**src/rtl/fp_mul_pkg.sv**
```systemverilog
// Shared types for the FP multiplier datapath: mantissa/product widths and
// the sequential mantissa multiplier state encoding.
package fp_mul_pkg;

  localparam int MANT_W = 24;
  localparam int PROD_W = 48;

  typedef logic [PROD_W-1:0] prod_t;

  typedef enum logic [1:0] {
    IDLE = 2'd0,
    CALC = 2'd1,
    DONE = 2'd2
  } mul_state_e;

endpackage

```
**src/rtl/cla_48bit.sv**
```systemverilog
// 48-bit carry-lookahead adder: 4-bit lookahead groups whose group
// generate/propagate terms are chained to form the inter-group carries.
module cla_48bit (
  input  logic [47:0] a,
  input  logic [47:0] b,
  input  logic        c_in,
  output logic [47:0] sum,
  output logic        c_out
);

  localparam int GROUPS = 12;

  logic [47:0]     gen;
  logic [47:0]     prop;
  logic [47:0]     carry;
  logic [11:0]     grp_gen;
  logic [11:0]     grp_prop;
  logic [GROUPS:0] grp_c;

  always_comb begin
    gen      = a & b;
    prop     = a ^ b;
    carry    = '0;
    grp_gen  = '0;
    grp_prop = '0;
    grp_c    = '0;
    grp_c[0] = c_in;
    for (int k = 0; k < GROUPS; k++) begin
      carry[4*k]   = grp_c[k];
      carry[4*k+1] = gen[4*k] | (prop[4*k] & grp_c[k]);
      carry[4*k+2] = gen[4*k+1]
                   | (prop[4*k+1] & gen[4*k])
                   | (prop[4*k+1] & prop[4*k] & grp_c[k]);
      carry[4*k+3] = gen[4*k+2]
                   | (prop[4*k+2] & gen[4*k+1])
                   | (prop[4*k+2] & prop[4*k+1] & gen[4*k])
                   | (prop[4*k+2] & prop[4*k+1] & prop[4*k] & grp_c[k]);
      grp_gen[k]   = gen[4*k+3]
                   | (prop[4*k+3] & gen[4*k+2])
                   | (prop[4*k+3] & prop[4*k+2] & gen[4*k+1])
                   | (prop[4*k+3] & prop[4*k+2] & prop[4*k+1] & gen[4*k]);
      grp_prop[k]  = &prop[4*k +: 4];
      grp_c[k+1]   = grp_gen[k] | (grp_prop[k] & grp_c[k]);
    end
    sum   = prop ^ carry;
    c_out = grp_c[GROUPS];
  end

endmodule

```
**src/rtl/mant_mul_seq.sv**
```systemverilog
// Radix-2 shift-and-add mantissa multiplier: one multiplier bit per clock,
// accumulating through the shared 48-bit CLA, valid/ready on both sides.
module mant_mul_seq
  import fp_mul_pkg::*;
#(
  parameter int WIDTH = 24,
  parameter int CNT_W = 5
) (
  input  logic                 i_clk,
  input  logic                 i_reset,
  input  logic                 i_flush,
  input  logic                 i_valid,
  output logic                 o_ready,
  input  logic [WIDTH-1:0]     i_a,
  input  logic [WIDTH-1:0]     i_b,
  output logic                 o_valid,
  input  logic                 i_ready,
  output logic [2*WIDTH-1:0]   o_product,
  output logic                 o_busy
);

  // The accumulator adder is a fixed 48-bit macro, so only 24-bit operands fit.
  if (WIDTH != MANT_W) begin : g_bad_width
    $error("mant_mul_seq: WIDTH must be %0d", MANT_W);
  end
  if ((1 << CNT_W) <= WIDTH) begin : g_bad_cnt
    $error("mant_mul_seq: CNT_W too narrow for WIDTH");
  end

  localparam logic [CNT_W-1:0] LAST_CNT = CNT_W'(WIDTH - 1);

  mul_state_e state_q;
  mul_state_e state_d;

  prod_t            acc_q;
  prod_t            mcand_q;
  prod_t            product_q;
  prod_t            acc_next;
  prod_t            cla_sum;
  logic             cla_cout;
  logic [WIDTH-1:0] mplier_q;
  logic [CNT_W-1:0] cnt_q;
  logic             last_iter;

  cla_48bit u_acc_adder (
    .a     (acc_q),
    .b     (mcand_q),
    .c_in  (1'b0),
    .sum   (cla_sum),
    .c_out (cla_cout)
  );

  assign last_iter = (cnt_q == LAST_CNT);
  assign acc_next  = mplier_q[0] ? cla_sum : acc_q;

  always_ff @(posedge i_clk) begin
    if (i_reset) begin
      state_q <= IDLE;
    end else begin
      state_q <= state_d;
    end
  end

  // Flush overrides every transition, including an accept in IDLE.
  always_comb begin
    state_d = state_q;
    case (state_q)
      IDLE:    if (i_valid)   state_d = CALC;
      CALC:    if (last_iter) state_d = DONE;
      DONE:    if (i_ready)   state_d = IDLE;
      default:                state_d = IDLE;
    endcase
    if (i_flush) begin
      state_d = IDLE;
    end
  end

  always_ff @(posedge i_clk) begin
    if (i_reset) begin
      acc_q     <= '0;
      mcand_q   <= '0;
      mplier_q  <= '0;
      cnt_q     <= '0;
      product_q <= '0;
    end else if (!i_flush) begin
      if (state_q == IDLE && i_valid) begin
        acc_q    <= '0;
        mcand_q  <= {{WIDTH{1'b0}}, i_a};
        mplier_q <= i_b;
        cnt_q    <= '0;
      end else if (state_q == CALC) begin
        acc_q    <= acc_next;
        mcand_q  <= mcand_q << 1;
        mplier_q <= mplier_q >> 1;
        cnt_q    <= cnt_q + 1'b1;
        if (last_iter) begin
          product_q <= acc_next;
        end
      end
    end
  end

  // A full-width product can never overflow 48 bits, so a carry-out is a bug.
  always_ff @(posedge i_clk) begin
    if (!i_reset && state_q == CALC && mplier_q[0]) begin
      assert (!cla_cout)
        else $error("mant_mul_seq: accumulator carry-out during accumulate");
    end
  end

  assign o_ready   = (state_q == IDLE) && !i_reset;
  assign o_valid   = (state_q == DONE);
  assign o_busy    = (state_q != IDLE);
  assign o_product = product_q;

endmodule
```
**config.mk**
```make
export PLATFORM = sky130hd
export DESIGN_NAME = mant_mul_seq
export DESIGN_NICKNAME = d
export VERILOG_FILES = /design/src/rtl/fp_mul_pkg.sv /design/src/rtl/cla_48bit.sv /design/src/rtl/mant_mul_seq.sv
export SDC_FILE = /design/constraint.sdc
export NUM_CORES = 1
export LEC_CHECK = 0
export ABC_CLOCK_PERIOD_IN_PS = 4100
export CELL_PAD_IN_SITES_DETAIL_PLACEMENT = 1
export CELL_PAD_IN_SITES_GLOBAL_PLACEMENT = 2
export CORE_MARGIN = 5
export CORE_UTILIZATION = 35
export DETAILED_ROUTE_END_ITERATION = 7
export PLACE_DENSITY_LB_ADDON = 0.1
export SYNTH_ARGS = -nofsm -noshare
export SYNTH_HDL_FRONTEND = slang
export SYNTH_HIERARCHICAL = 1
export SYNTH_SLANG_ARGS = --single-unit
```
**constraint.sdc**
```tcl
create_clock -name i_clk -period 4.1 [get_ports i_clk]
set_input_delay 0.82 -clock i_clk [delete_from_list [all_inputs] [get_ports i_clk]]
set_output_delay 0.82 -clock i_clk [all_outputs]
set_load 0.01 [all_outputs]
```
==> results by group, run 1 <==
Timing
  • Slew margin rel.: 0.381
  • Worst Skew: roughly 0.019 ns
  • Slew Limit Fails: 0
  • Final worst path period need: 3.48 ns
  • Worst Max-Slew Pin Slew: 0.928 ns
  • RSZ-0062 raised after global routing: false
  • Fin crit share: 0.848
  • Final Hold Viols: 0
  • FMAX: 0.288 GHz
  • Setup TNS Final: 0 ns
  • WHS: ~0.47 ns
  • # setup viols final: 0
  • Post-route setup slack: 0.623 ns

Clock tree
  • # hold bufs at CTS: 0
  • TritonCTS clock tree: done
  • Clock sink count: between 150 and 200
  • Clock buffer depth: 2
  • PostCTS Resize Cnt: 0
  • H-tree depth: 4
  • Clk slew on worst S/H paths: ~0.08 ns
  • CTS Buf Count: 17
  • Post-CTS setup buffer count: 0
  • CTS Root Cell: clkbuf_16
  • Clock latency on the worst-skew pair: 0.43 ns

Floorplan
  • Total core area: roughly 0.027 mm^2
  • Starting Density: 0.355
  • Die Area: 0.0307 mm^2
  • Site Rows: 60
  • # IOs: 104
  • Die Wd: 175 um
  • Die height: roughly 180 um

Setup path
  • Critical Path AT: approximately 3.8 ns
  • CP Class: flop to flop
  • CP max FO: 5
  • FF-to-FF Start: mcand_q[26]
  • Critical Path RT: between 4 and 5 ns
  • Worst r2r path cells: 13
  • Worst setup EP type: flop
  • Crit path launch type: flop
  • Worst reg2reg endpoint: acc_q[44]
  • Worst reg2reg setup slack: slightly above 0.6 ns

Status
  • Status: completed

GRT
  • Initial antenna violation count: 0
  • Global-route wire length before repair: 46.2 mm
  • Largest net degree at the start of global routing: between 100 and 150
  • Vias in the first global route: roughly 8,700
  • Remaining Overflow, GRT: 0
  • Tot GR Track Use: 0.182

Synth
  • Synthesized area: around 0.0095 mm^2
  • Mean Syn Cell Area: around 8.4 um^2
  • Ys Warns: 6
  • Syn Inst Count: 1,132

Drt
  • TritonRoute pass-1 iters: 4
  • DR iter-0 viols: ~310
  • Final Routed Wirelength: approximately 28 mm
  • Wire length per cell: 18.0 um
  • Antenna-violating nets left: 0
  • Vias per inst: 5.50
  • Vias: ~8,400
  • DRC errors left: 0

Final layout
  • Most frequent cells in the layout: dfxtp_1, nand2_1, clkdlybuf4s50_1, a21oi_1, nor3_1
  • Antenna diode count: 0
  • Post-Layout Cell Count: 1,533
  • Area grow syn2layout: 19.7%
  • Layout cells sized above 1: 0.0797
  • Final net count: roughly 1,300
  • Final non-filler cell area: between 0.01 and 0.015 mm^2
  • Filler cells: between 3,000 and 4,000
  • Most common cell after layout, fill and taps aside: dfxtp_1
  • Final design utilization: 0.425

Min path
  • Hold path cells: 2
  • Hold Path Origin: o_product[9]
  • Min-Delay Endpoint: o_product[9]
  • Hold crit path type: flop to flop

Place
  • Dpl cell area: roughly 0.011 mm^2
  • Placed Cells: roughly 1,500
  • Post-place setup slack: ~0.64 ns
  • Placer Congestion: around 0.76
  • Buffers on Ports: 103
  • Dpl hpwl: 18.1 mm

Pwr
  • Pleak: 4.40 nW
  • Worst ir drop on vdd: ~0.22 mV
  • Power per Cell Area: ~340 mW/mm^2
  • Pwr Total: between 3 and 4 mW

Flow run
  • Max-cap violations: 0
## worst max-delay path, cell delays in order, from the launching register on
cell	delay, ns
dfxtp_1	0.34
ha_1	0.38
nand4_1	0.19
nor4_1	0.30
inv_1	0.10
nor4_2	0.38
nor2_2	0.14
o311ai_4	0.36
a21oi_2	0.12
o21bai_1	0.18
fa_1	0.43
mux2i_1	0.20
nor2_1	0.07
o21a_1	0.18
## flip-flops by register name, indices dropped and copies added, names as in the netlist
name,flops
mplier_q,24
o_product,48
state_q,2
mcand_q,48
cnt_q,5
acc_q,48
## final cells by class
cell class,instances,area (um^2),share of cell area
Sequential cell,175,3500,0.307
Clock buffer,17,425,0.0372
Clock inverter,15,190,0.0167
Timing Repair Buffer,123,1220,0.106
Inverter,18,67.6,0.00592
Multi-Input combinational cell,844,5590,0.489
Tap cell,341,427,0.0374
## worst max path at each step
stage / from / slack, ns / endpoint
5_1_grt: acc_q[1] / 0.37 / acc_q[29]
2_1_floorplan: mcand_q[26] / 1.0 / acc_q[44]
6_report: mcand_q[26] / 0.62 / acc_q[44]
3_3_place_gp: acc_q[26] / 0.68 / acc_q[44]
3_5_place_dp: mcand_q[26] / 0.64 / acc_q[44]
4_1_cts: mcand_q[26] / 0.61 / acc_q[44]
## where the power goes
| group | internal, mW | switching, mW |
|---|---|---|
| Sequential | 1.74 | 0.0442 |
| Combinational | 0.159 | 0.219 |
| Clock | 0.882 | 0.808 |
## metal layers
| layer | routed length (um) | global-route usage | up-vias |
|---|---|---|---|
| met5 | 0 | 0 | - |
| met4 | 142 | 0.0295 | 0 |
| met3 | 801 | 0.0312 | 8 |
| met2 | 13000 | 0.313 | 106 |
| met1 | 13600 | 0.244 | 4130 |
| li1 | - | - | 4185 |
Note: power is estimated with default switching activity, not from simulation.
==> inputs of run 2 (changes only) <==
Settings changed: ABC_CLOCK_PERIOD_IN_PS 4100 to 3480.
Clock period 4.1 ns to 3.48 ns, I/O delays scaled along.
==> run 2 against run 1 <==
Net effect:
- final cell count rose by 1.0%
- wire length up 3.3%
- design area grew 2.4%
- clock skew fell by 0.0070 ns
- global-route usage is 0.39 points higher
- flip-flop and latch count is the same
- sequential share of layout area decreased by 0.73 points
- maximum frequency rose by 6.7%
- first-iteration DRC count up 2.6%
- critical path depth unchanged
- utilization increased by 1.0 points
- largest power group unchanged
- highest routed layer is now met5
==> results by group, run 2 (synthesis gave the netlist of run 1 again) <==
Place
  • Placed Cells: 1,516
  • Buffers on Ports: 103
  • Placer Congestion: between 0.7 and 0.8
  • Dpl hpwl: between 15 and 20 mm

Timing
  • # setup viols final: 0
  • WHS: between 0.4 and 0.5 ns
  • Worst Max-Slew Pin Slew: 0.755 ns
  • Final Hold Viols: 0
  • Final worst path period need: approximately 3.3 ns
  • Slew margin rel.: 0.497
  • Setup TNS Final: 0 ns
  • Worst Skew: between 0.01 and 0.015 ns
  • Fin crit share: 0.936
  • Slew Limit Fails: 0
  • FMAX: between 0.3 and 0.4 GHz

Drt
  • Antenna-violating nets left: 0
  • Wire length per cell: roughly 18 um
  • WL met1: between 10 and 15 mm
  • DRC errors left: 0
  • Vias per inst: around 5.5
  • Met2 wire length: roughly 14 mm
  • Top Metal Used: met5
  • DR iter-0 viols: 314
  • TritonRoute pass-1 iters: 4
  • Final Routed Wirelength: roughly 28 mm
  • WL met3: approximately 960 um
  • Vias: about 8,500

Clock tree
  • CTS Root Cell: clkbuf_16
  • CTS Buf Count: 17
  • Clock buffer depth: 2
  • Clk slew on worst S/H paths: ~0.070 ns
  • Clock sink count: ~180
  • Clock latency on the worst-skew pair: around 0.43 ns
  • TritonCTS clock tree: done
  • H-tree depth: 4

Setup path
  • Worst reg2reg endpoint: acc_q[44]
  • FF-to-FF Start: acc_q[19]
  • Worst reg2reg setup slack: around 0.22 ns
  • CP cell instances: ha_1, nand4_1, nor4_2, inv_1, nor4_4, nor2_4, o311ai_4, a21oi_2, o21bai_1, fa_1, mux2i_1, nor2_1, o21a_1
  • CP Class: flop to flop
  • CP max-delay cell: fa_1
  • Worst setup EP type: flop
  • CP peak stage delay: 0.43 ns
  • Crit path launch type: flop
  • CP delay by family, top: simple AND/OR/NAND/NOR gates
  • CP max FO: 4
  • Critical path buffers and inverters: 1
  • Critical Path AT: between 3 and 4 ns
  • Critical Path RT: approximately 3.8 ns
  • Worst r2r path cells: 13

Final layout
  • Multi-input gate area: approximately 0.0057 mm^2
  • Post-Layout Cell Count: 1,549
  • Final net count: between 1,000 and 1,500
  • Area occupied by registers: roughly 0.0035 mm^2
  • Antenna diode count: 0
  • Most common cell after layout, fill and taps aside: dfxtp_1
  • Area grow syn2layout: 22.6%
  • Layout cells sized above 1: 0.100
  • Filler cells: about 3,100
  • Most frequent cells in the layout: dfxtp_1, nand2_1, clkdlybuf4s50_1, a21oi_1, nor3_1

Min path
  • Min-Delay Endpoint: o_product[7]
  • Hold Path Origin: o_product[7]
  • Hold crit path type: flop to flop
  • Hold path cells: 2

GRT
  • Largest net degree at the start of global routing: approximately 100
  • Vias in the first global route: about 9,000
  • Global-route wire length before repair: around 47 mm
  • Initial antenna violation count: 1
  • Tot GR Track Use: 0.186
  • Remaining Overflow, GRT: 0

Pwr
  • Internal power: 3.48 mW
  • Logic pwr share: 0.101
  • Worst ir drop on vdd: roughly 0.32 mV
  • Clock share of power: 0.449
  • Pleak: roughly 4.5 nW
  • Switch share: 0.254
  • Pwr Total: ~4.7 mW
  • Reg power frac: 0.450
  • P_sw: approximately 1.2 mW
  • Power per Cell Area: approximately 400 mW/mm^2

Floorplan
  • # IOs: between 100 and 150
  • Starting Density: 0.355
  • Die height: ~180 um
  • Die Area: just over 0.03 mm^2
  • Site Rows: 60
  • Die Wd: 175 um
  • Total core area: 0.0269 mm^2

Status
  • Status: completed

Flow run
  • Max-cap violations: 0
-- run 2: cell count changes in the layout (fill, tap and decap cells not counted), moves of 2 or more --
cell / before / now
ha_1: 49 / 41
ha_4: 0 / 7
o21ai_1: 2 / 4
clkbuf_1: 0 / 2
o21ai_0: 25 / 23
clkinvlp_4: 0 / 2
inv_8: 3 / 0
clkinv_8: 4 / 0
bufinv_16: 1 / 4
buf_4: 18 / 34
clkinv_4: 3 / 1
-- run 2: worst max-delay path by stage --
stage,startpoint,endpoint,slack [ns],depth (start not counted)
4_1_cts,acc_q[17],acc_q[45],0.01,14
5_1_grt,mcand_q[19],acc_q[44],-0.02,13
3_5_place_dp,acc_q[17],acc_q[45],0.01,14
6_report,acc_q[19],acc_q[44],0.22,13
3_3_place_gp,acc_q[20],acc_q[44],0.15,13
2_1_floorplan,mcand_q[26],acc_q[44],0.38,13
-- run 2: layout make-up --
cell class | count | share of cell area
multi-input cells | 844 | 0.489
flip-flops and latches | 175 | 0.300
clock buffers | 20 | 0.0382
well taps | 341 | 0.0365
clock inverters | 11 | 0.0153
inverters | 18 | 0.00578
repair buffers | 140 | 0.116
-- run 2: repair_timing --
item                       CTS  global route
setup endpoints to repair    3            12
resized for setup            1            16
hold buffers                 0             0
setup buffers                0             2
pin swaps                    1             8
-- run 2: per-layer routing --
layer	vias up	GRT usage
met4	2	0.0373
met5	-	0
li1	4213	-
met3	14	0.0264
met2	122	0.319
met1	4179	0.250
-- run 2: worst min-delay path, delay by kind of cell, from the launching register on --
kind	cells	cell delay (ns)
and+or+nand+nor	1	0.05
AOI/OAI and AO/OA	1	0.06
DFF	1	0.32
-- run 2: through the flow --
stage          utilization  setup WS (ns)  cell area (um^2)
2_1_floorplan            -          0.378              9550
3_3_place_gp         0.407          0.149             10900
3_5_place_dp         0.407         0.0112             10900
4_1_cts              0.430         0.0128             11600
5_1_grt              0.435        -0.0161             11700
6_report             0.435          0.223             11700
-- run 2: power by group through the flow --
stage | clock [mW] | combinational [mW] | sequential (mW)
floorplan | 0 | 0.302 | 2.12
global placement | 0 | 0.468 | 2.14
detailed placement | 0 | 0.472 | 2.15
CTS | 2.16 | 0.474 | 2.10
global route | 2.23 | 0.520 | 2.11
finish | 2.10 | 0.471 | 2.10
